[src/rtl/instr_fetch_unit.sv]
// Instruction fetch unit: a fetch PC feeding a 2-entry {instr, pc} queue toward decode.
// Optional macro IFU_FETCH_EXC_EN adds the out_exc flag and alignment/range fetch checks.
module instr_fetch_unit #(
    parameter logic [31:0] RESET_PC   = 32'h0000_3000,
    parameter int          IMEM_WORDS = 1024
) (
    input  logic        clk,
    input  logic        reset,
    output logic [31:0] imem_addr,
    input  logic [31:0] imem_rdata,
    input  logic        redirect_valid,
    input  logic [31:0] redirect_pc,
    output logic        out_valid,
    input  logic        out_ready,
    output logic [31:0] out_instr,
    output logic [31:0] out_pc
`ifdef IFU_FETCH_EXC_EN
    ,
    output logic        out_exc
`endif
);

    logic [31:0] r_fpc;
    logic [1:0]  r_count;
    logic        r_rd_ptr;
    logic        r_wr_ptr;
    logic [31:0] r_instr [0:1];
    logic [31:0] r_pc    [0:1];

    logic        w_pop;
    logic        w_room;
    logic        w_push;
    logic [31:0] w_push_instr;
    logic [31:0] w_next_fpc;

    assign imem_addr = r_fpc;
    assign out_valid = (r_count != 2'd0);
    assign w_pop     = out_valid & out_ready;
    // A pop frees a slot in the same cycle, so a full queue still accepts a push.
    assign w_room    = (r_count != 2'd2) | w_pop;

`ifdef IFU_FETCH_EXC_EN
    localparam logic [32:0] IMEM_BYTES = 33'(IMEM_WORDS) << 2;

    logic        r_halt;
    logic        r_exc [0:1];
    logic [32:0] w_offset;
    logic        w_bad;

    // Addresses below RESET_PC wrap to a huge offset and fail the same compare.
    assign w_offset     = {1'b0, r_fpc} - {1'b0, RESET_PC};
    assign w_bad        = (r_fpc[1:0] != 2'b00) || (w_offset >= IMEM_BYTES);
    assign w_push       = !redirect_valid && w_room && !r_halt;
    assign w_push_instr = w_bad ? 32'h0 : imem_rdata;
    assign w_next_fpc   = w_bad ? r_fpc : r_fpc + 32'd4;
    assign out_exc      = out_valid ? r_exc[r_rd_ptr] : 1'b0;

    always_ff @(posedge clk) begin
        if (reset || redirect_valid) begin
            r_halt <= 1'b0;
        end else if (w_push && w_bad) begin
            r_halt <= 1'b1;
        end
    end

    always_ff @(posedge clk) begin
        if (w_push) begin
            r_exc[r_wr_ptr] <= w_bad;
        end
    end
`else
    assign w_push       = !redirect_valid && w_room;
    assign w_push_instr = imem_rdata;
    assign w_next_fpc   = r_fpc + 32'd4;
`endif

    always_ff @(posedge clk) begin
        if (reset) begin
            r_fpc    <= RESET_PC;
            r_count  <= 2'd0;
            r_rd_ptr <= 1'b0;
            r_wr_ptr <= 1'b0;
        end else if (redirect_valid) begin
            r_fpc    <= redirect_pc;
            r_count  <= 2'd0;
            r_rd_ptr <= 1'b0;
            r_wr_ptr <= 1'b0;
        end else begin
            if (w_push) begin
                r_fpc    <= w_next_fpc;
                r_wr_ptr <= ~r_wr_ptr;
            end
            if (w_pop) begin
                r_rd_ptr <= ~r_rd_ptr;
            end
            case ({w_push, w_pop})
                2'b10:   r_count <= r_count + 2'd1;
                2'b01:   r_count <= r_count - 2'd1;
                default: r_count <= r_count;
            endcase
        end
    end

    always_ff @(posedge clk) begin
        if (w_push) begin
            r_instr[r_wr_ptr] <= w_push_instr;
            r_pc[r_wr_ptr]    <= r_fpc;
        end
    end

    assign out_instr = out_valid ? r_instr[r_rd_ptr] : 32'h0;
    assign out_pc    = out_valid ? r_pc[r_rd_ptr]    : 32'h0;

endmodule
[config.mk]
export PLATFORM = sky130hd
export DESIGN_NAME = instr_fetch_unit
export DESIGN_NICKNAME = d
export VERILOG_FILES = /design/src/rtl/instr_fetch_unit.sv
export SDC_FILE = /design/constraint.sdc
export NUM_CORES = 1
export LEC_CHECK = 0
export CAP_MARGIN = 5
export CORE_ASPECT_RATIO = 1.1
export CORE_MARGIN = 2
export CORE_UTILIZATION = 35
export DETAILED_ROUTE_END_ITERATION = 8
export PLACE_DENSITY = 0.67
export SYNTH_ARGS = -nofsm -noshare
export SYNTH_HDL_FRONTEND = slang
export SYNTH_SLANG_ARGS = --single-unit
[constraint.sdc]
create_clock -name clk -period 8 [get_ports clk]
set_clock_uncertainty 0.15 [all_clocks]
set_input_delay 0.8 -clock clk [delete_from_list [all_inputs] [get_ports clk]]
set_output_delay 0.8 -clock clk [all_outputs]
set_load 0.02 [all_outputs]
==> results.json, run 1 <==
{
  "grt_max_degree": 66,
  "vias": 4942,
  "grt_use_met3_pct": 3.90,
  "clk_pin_slew_ns": 0.07,
  "cellLeakagePower_nw": 3.01,
  "max_slew.worst_pin.slew_ns": 1.14,
  "async_flop_share_pct": 0,
  "numCtsBuffers": 17,
  "drv_cap": 0,
  "overflow": 0,
  "rsz0062_at_grt": "false",
  "busiest_layer": "met2",
  "grt_use_total_pct": 16.2,
  "met1_usage_pct": 20.5,
  "cts_tree": "done",
  "synthCells": 537,
  "antenna_found_initial": 0,
  "endpoint_kind": "output port",
  "finalNetCount": 763,
  "avgSynthCellArea_um2": 12.9,
  "wire_per_inst_um": 17.7,
  "yosysUniqueCellTypes": 55,
  "p_int_mw": 1.60,
  "core_area_mm2": 0.0197,
  "use_met2_pct": 27.6,
  "arrival_ns": 2.54,
  "fin_ws_ns": 4.51,
  "fin_util_pct": 48.0,
  "cts_setup_buffers": 0,
  "drtIter0Drc": 374,
  "post-route-period-util_pct": 43.7,
  "clock_path_buffers": 2,
  "synth-seq-area-share_pct": 66.0,
  "vias_per_cell": 5.16,
  "worstPathRequired_ns": 7.05,
  "design_area_mm2": 0.00944,
  "grt_pass1_wl_um": 26200,
  "synth_area_leaders": "edfxtp_1, dfxtp_1, mux2i_1",
  "postCtsHoldBufs": 0,
  "die_h_um": 152,
  "io-pin-count": 165,
  "layout_common_cells": "clkdlybuf4s50_1, edfxtp_1, nor2_1",
  "clockRootBuffer": "clkbuf_16",
  "firstDrtPassIters": 5,
  "outcome": "completed",
  "syn-cell-area_mm2": 0.00695,
  "pwr-share-seq_pct": 48.8,
  "diodes": 0,
  "relSlewSlack_pct": 24.1,
  "start_util_pct": 35.3,
  "synth_top_cell_area_share_pct": 55.3,
  "grt_pass1_vias": 4843,
  "clk_latency_ns": 0.42,
  "cp_max_fo": 64,
  "cts_sinks": 165,
  "place_hpwl_um": 11200,
  "clock.fmax_mhz": 286,
  "pwr-share-comb_pct": 11.1,
  "rows": 54,
  "power_frac_clock_pct": 40.1,
  "drv_slew": 0,
  "routabilityCongestion": 0.834,
  "placed_area_mm2": 0.00884,
  "ant_nets": 0,
  "area_growth_syn_to_layout_pct": 35.9,
  "drt_wl_total_um": 16900,
  "drive_gt1_share_pct": 6.38,
  "route.detailed.drc": 0,
  "min_path_type": "flip-flop to flip-flop",
  "ir_drop_mv": 0.142,
  "mostFrequentLayoutCell": "clkdlybuf4s50_1",
  "synth_nets": 607,
  "fp.dieW_um": 138,
  "die_area_mm2": 0.0210,
  "setup_violations": 0,
  "crit_path_start_kind": "flip-flop",
  "post_cts_resized": 0,
  "yosysWarnings": 0,
  "switchingPower_uw": 464,
  "critPathKind": "flip-flop to output port",
  "power_density_mw_per_mm2": 219,
  "synth-edff-count": 128,
  "pre_cts_ws_ns": 4.68,
  "period_needed_ns": 3.49,
  "switching_share_pct": 22.4,
  "finalSetupTns_ns": 0,
  "ys_dominant_reg_cell": "edfxtp_1",
  "htreeDepth": 4,
  "synth_top_cell_by_area": "edfxtp_1",
  "hold_violations": 0,
  "ys_seq_elements": 165,
  "io_buffers": 164
}
## power by group through the flow
stage	clock network (mW)	logic, mW	registers (mW)
6_report	0.828	0.230	1.01
5_1_grt	0.880	0.248	1.01
4_1_cts	0.845	0.234	1.01
3_5_place_dp	0	0.233	1.03
3_3_place_gp	0	0.230	1.02
2_1_floorplan	0	0.103	1.03
## kinds of logic after synthesis
logic type | count (synthesis) | synth area share, %
buffers and inverters | 37 | 2.09
AOI/OAI and AO/OA | 57 | 6.43
xor gates and xnor gates | 13 | 1.64
adders and majority gates | 2 | 0.360
muxes | 66 | 9.51
and+or+nand+nor | 197 | 14.0
DFF | 165 | 66.0
## flip-flops by register name, summed over array words and instances, names as in the netlist, named ones only
register	flops
r_pc	64
r_wr_ptr	1
imem_addr	32
r_instr	64
r_count	2
r_rd_ptr	1
## cell usage after synthesis (2+ instances only)
| cell | n |
|---|---|
| a2111oi_0 | 2 |
| a211oi_1 | 10 |
| a21oi_1 | 4 |
| a311oi_1 | 8 |
| and2_1 | 3 |
| and3_1 | 9 |
| and4_1 | 4 |
| buf_1 | 8 |
| buf_2 | 2 |
| clkbuf_1 | 22 |
| dfxtp_1 | 37 |
| edfxtp_1 | 128 |
| ha_1 | 2 |
| inv_1 | 4 |
| mux2i_1 | 66 |
| nand2_1 | 15 |
| nand2_2 | 2 |
| nand3_1 | 10 |
| nand4_1 | 13 |
| nor2_1 | 96 |
| nor2b_1 | 4 |
| nor3_1 | 12 |
| nor3b_1 | 2 |
| nor4_1 | 6 |
| nor4b_1 | 2 |
| o211ai_1 | 3 |
| o21ai_0 | 6 |
| o311a_1 | 2 |
| o311ai_0 | 3 |
| o31a_1 | 2 |
| o31ai_1 | 5 |
| or2_2 | 2 |
| or3_1 | 3 |
| or3b_2 | 2 |
| or4_1 | 7 |
| xnor2_1 | 9 |
| xor2_1 | 4 |
## worst max-delay path, stage by stage, from the launching register on
cell and delay, ns:
dfxtp_4 1.09, mux2i_1 0.22, nor2_1 0.13, clkdlybuf4s50_1 0.61
## metrics by stage
stage	power [mW]	instances	hold slack, ns
3_3_place_gp	1.25	926	0.347
4_1_cts	2.09	957	0.377
6_report	2.07	957	0.374
2_1_floorplan	1.13	537	0.325
3_5_place_dp	1.26	926	0.357
5_1_grt	2.14	957	0.391
## cell type report
type | count | area (um^2)
fillers | 1702 | 10200
inverters | 4 | 15.0
repair buffers | 170 | 1690
clock buffers | 22 | 444
flip-flops and latches | 165 | 4590
well taps | 252 | 315
multi-input cells | 335 | 2240
clock inverters | 9 | 154
## per-layer routing
metal,wire [um],vias up
met5,0,-
met4,204,0
met3,886,14
met2,8400,178
met1,7410,2392
li1,-,2358
## worst paths after layout
kind	cells after the start	end	slack, ns	startpoint
setup reg to reg	4	imem_addr[18]$_SDFFE_PP0P_	5.60	imem_addr[4]$_SDFFE_PP0P_
setup / recovery	3	out_pc[26]	4.51	flip-flop
hold / removal	0	r_pc[1][0]$_DFFE_PP_	0.37	imem_addr[0]$_SDFFE_PP0P_
hold reg to reg	0	r_pc[1][0]$_DFFE_PP_	0.37	imem_addr[0]$_SDFFE_PP0P_
Note: power is estimated with default switching activity, not from simulation.
==> run 2: changes to the inputs <==
==> constraint.sdc (replaced) <==
create_clock -name clk -period 3.4 [get_ports clk]
set_clock_uncertainty 0.15 [all_clocks]
set_input_delay 0.34 -clock clk [delete_from_list [all_inputs] [get_ports clk]]
set_output_delay 0.34 -clock clk [all_outputs]
set_load 0.02 [all_outputs]
==> results.json, run 2 (same netlist as run 1, synthesis figures left out) <==
{
  "layout_common_cells": "clkdlybuf4s50_1, edfxtp_1, nor2_1",
  "cellLeakagePower_nw": 3.02,
  "numCtsBuffers": 17,
  "clock_path_buffers": 2,
  "clk_pin_slew_ns": 0.06,
  "critPathBufInv": 2,
  "die_h_um": 152,
  "drive_gt1_share_pct": 7.33,
  "clock.fmax_mhz": 350,
  "vias_per_cell": 5.17,
  "cts_tree": "done",
  "overflow": 0,
  "cts_setup_buffers": 0,
  "grt_pass1_vias": 4810,
  "crit_slowest_cell": "dfxtp_4",
  "max_stage_delay_ns": 0.70,
  "place_hpwl_um": 11800,
  "fp.dieW_um": 138,
  "diodes": 0,
  "clockRootBuffer": "clkbuf_16",
  "core_area_mm2": 0.0197,
  "rsz0062_at_grt": "false",
  "io-pin-count": 165,
  "finalNetCount": 766,
  "antenna_found_initial": 0,
  "ir_drop_mv": 0.339,
  "drt_wl_total_um": 17200,
  "rows": 54,
  "start_util_pct": 35.3,
  "grt_use_total_pct": 16.3,
  "crit_path_start_kind": "flip-flop",
  "cts_sinks": 165,
  "outcome": "completed",
  "routabilityCongestion": 0.825,
  "cp_cell_sequence": "buf_12 -> mux2i_1 -> nor2_1 -> clkdlybuf4s50_1",
  "postCtsHoldBufs": 0,
  "post-route-period-util_pct": 83.9,
  "ant_nets": 0,
  "vias": 4967,
  "max_slew.worst_pin.slew_ns": 0.953,
  "route.detailed.drc": 0,
  "worstPathRequired_ns": 2.91,
  "grt_pass1_wl_um": 26600,
  "endpoint_kind": "output port",
  "period_needed_ns": 2.85,
  "mostFrequentLayoutCell": "clkdlybuf4s50_1",
  "drtIter0Drc": 392,
  "io_buffers": 164,
  "die_area_mm2": 0.0210,
  "wire_per_inst_um": 17.9,
  "setup_violations": 0,
  "firstDrtPassIters": 5,
  "fin_util_pct": 48.1,
  "cp_top_family": "buffers and inverters",
  "post_cts_resized": 0,
  "drv_slew": 0,
  "relSlewSlack_pct": 36.2,
  "arrival_ns": 2.36,
  "htreeDepth": 4,
  "power_density_mw_per_mm2": 493,
  "drv_cap": 0,
  "grt_max_degree": 65,
  "cp_max_fo": 29,
  "clk_latency_ns": 0.41,
  "area_growth_syn_to_layout_pct": 36.0,
  "min_path_type": "input port to flip-flop",
  "critPathKind": "flip-flop to output port",
  "hold_violations": 0,
  "finalSetupTns_ns": 0
}
-- run 2: changes by cell type in the layout (fill, tap and decap cells not counted), sizes merged --
cell,delta
buf,+3
bufinv,-3
clkbuf,-3
clkinv,+5
inv,+2
-- run 2: metrics by stage --
| step | power [mW] | worst slack, ns | std cells | hold WS (ns) | instance area, um^2 |
|---|---|---|---|---|---|
| after floorplan | 2.66 | 0.0675 | 537 | 0.289 | 6950 |
| after global placement | 2.95 | 0.351 | 929 | 0.348 | 8910 |
| after detailed placement | 2.97 | 0.307 | 929 | 0.350 | 8910 |
| after CTS | 4.72 | 0.509 | 961 | 0.315 | 9450 |
| after global routing | 4.85 | 0.455 | 961 | 0.334 | 9450 |
| final | 4.66 | 0.546 | 961 | 0.336 | 9450 |
-- run 2: tightest hold or removal path, delay by kind of cell --
kind,cells,cell delay [ns]
AO/OA/AOI/OAI,1,0.05
AND/OR/NAND/NOR,1,0.06
buffers and inverters,1,0.40
-- run 2: power by group --
group	switching (mW)	total, mW	leakage, nW	internal (mW)
Clock	0.743	1.75	0.255	1.00
Sequential	0.0813	2.37	1.51	2.29
Combinational	0.283	0.549	1.25	0.265
Total	1.11	4.66	3.02	3.55
-- run 2: layout make-up --
cell class,instances,area [um^2]
sequential,165,4590
inverter,4,15.0
fill,1728,10200
tap,252,315
multi-input combinational,335,2240
timing repair buffer,173,1750
clock buffer,19,433
clock inverter,13,109
-- run 2: worst paths after layout --
check | start | slack [ns] | end | depth (start not counted)
hold / removal | redirect_pc[2] | 0.34 | imem_addr[2]$_SDFFE_PP0P_ | 3
setup reg to reg | r_count[0]$_SDFFE_PP0P_ | 0.70 | r_pc[0][23]$_DFFE_PP_ | 4
hold reg to reg | imem_addr[1]$_SDFFE_PP0P_ | 0.35 | r_pc[0][1]$_DFFE_PP_ | 0
setup / recovery | flip-flop | 0.55 | out_pc[19] | 4
-- run 2: metal layers --
layer	track usage (%)	up-vias	wire length [um]
met5	0	-	0
met4	5.71	0	292
met3	3.58	20	893
met2	28.0	189	8650
met1	20.7	2400	7370
li1	-	2358	-
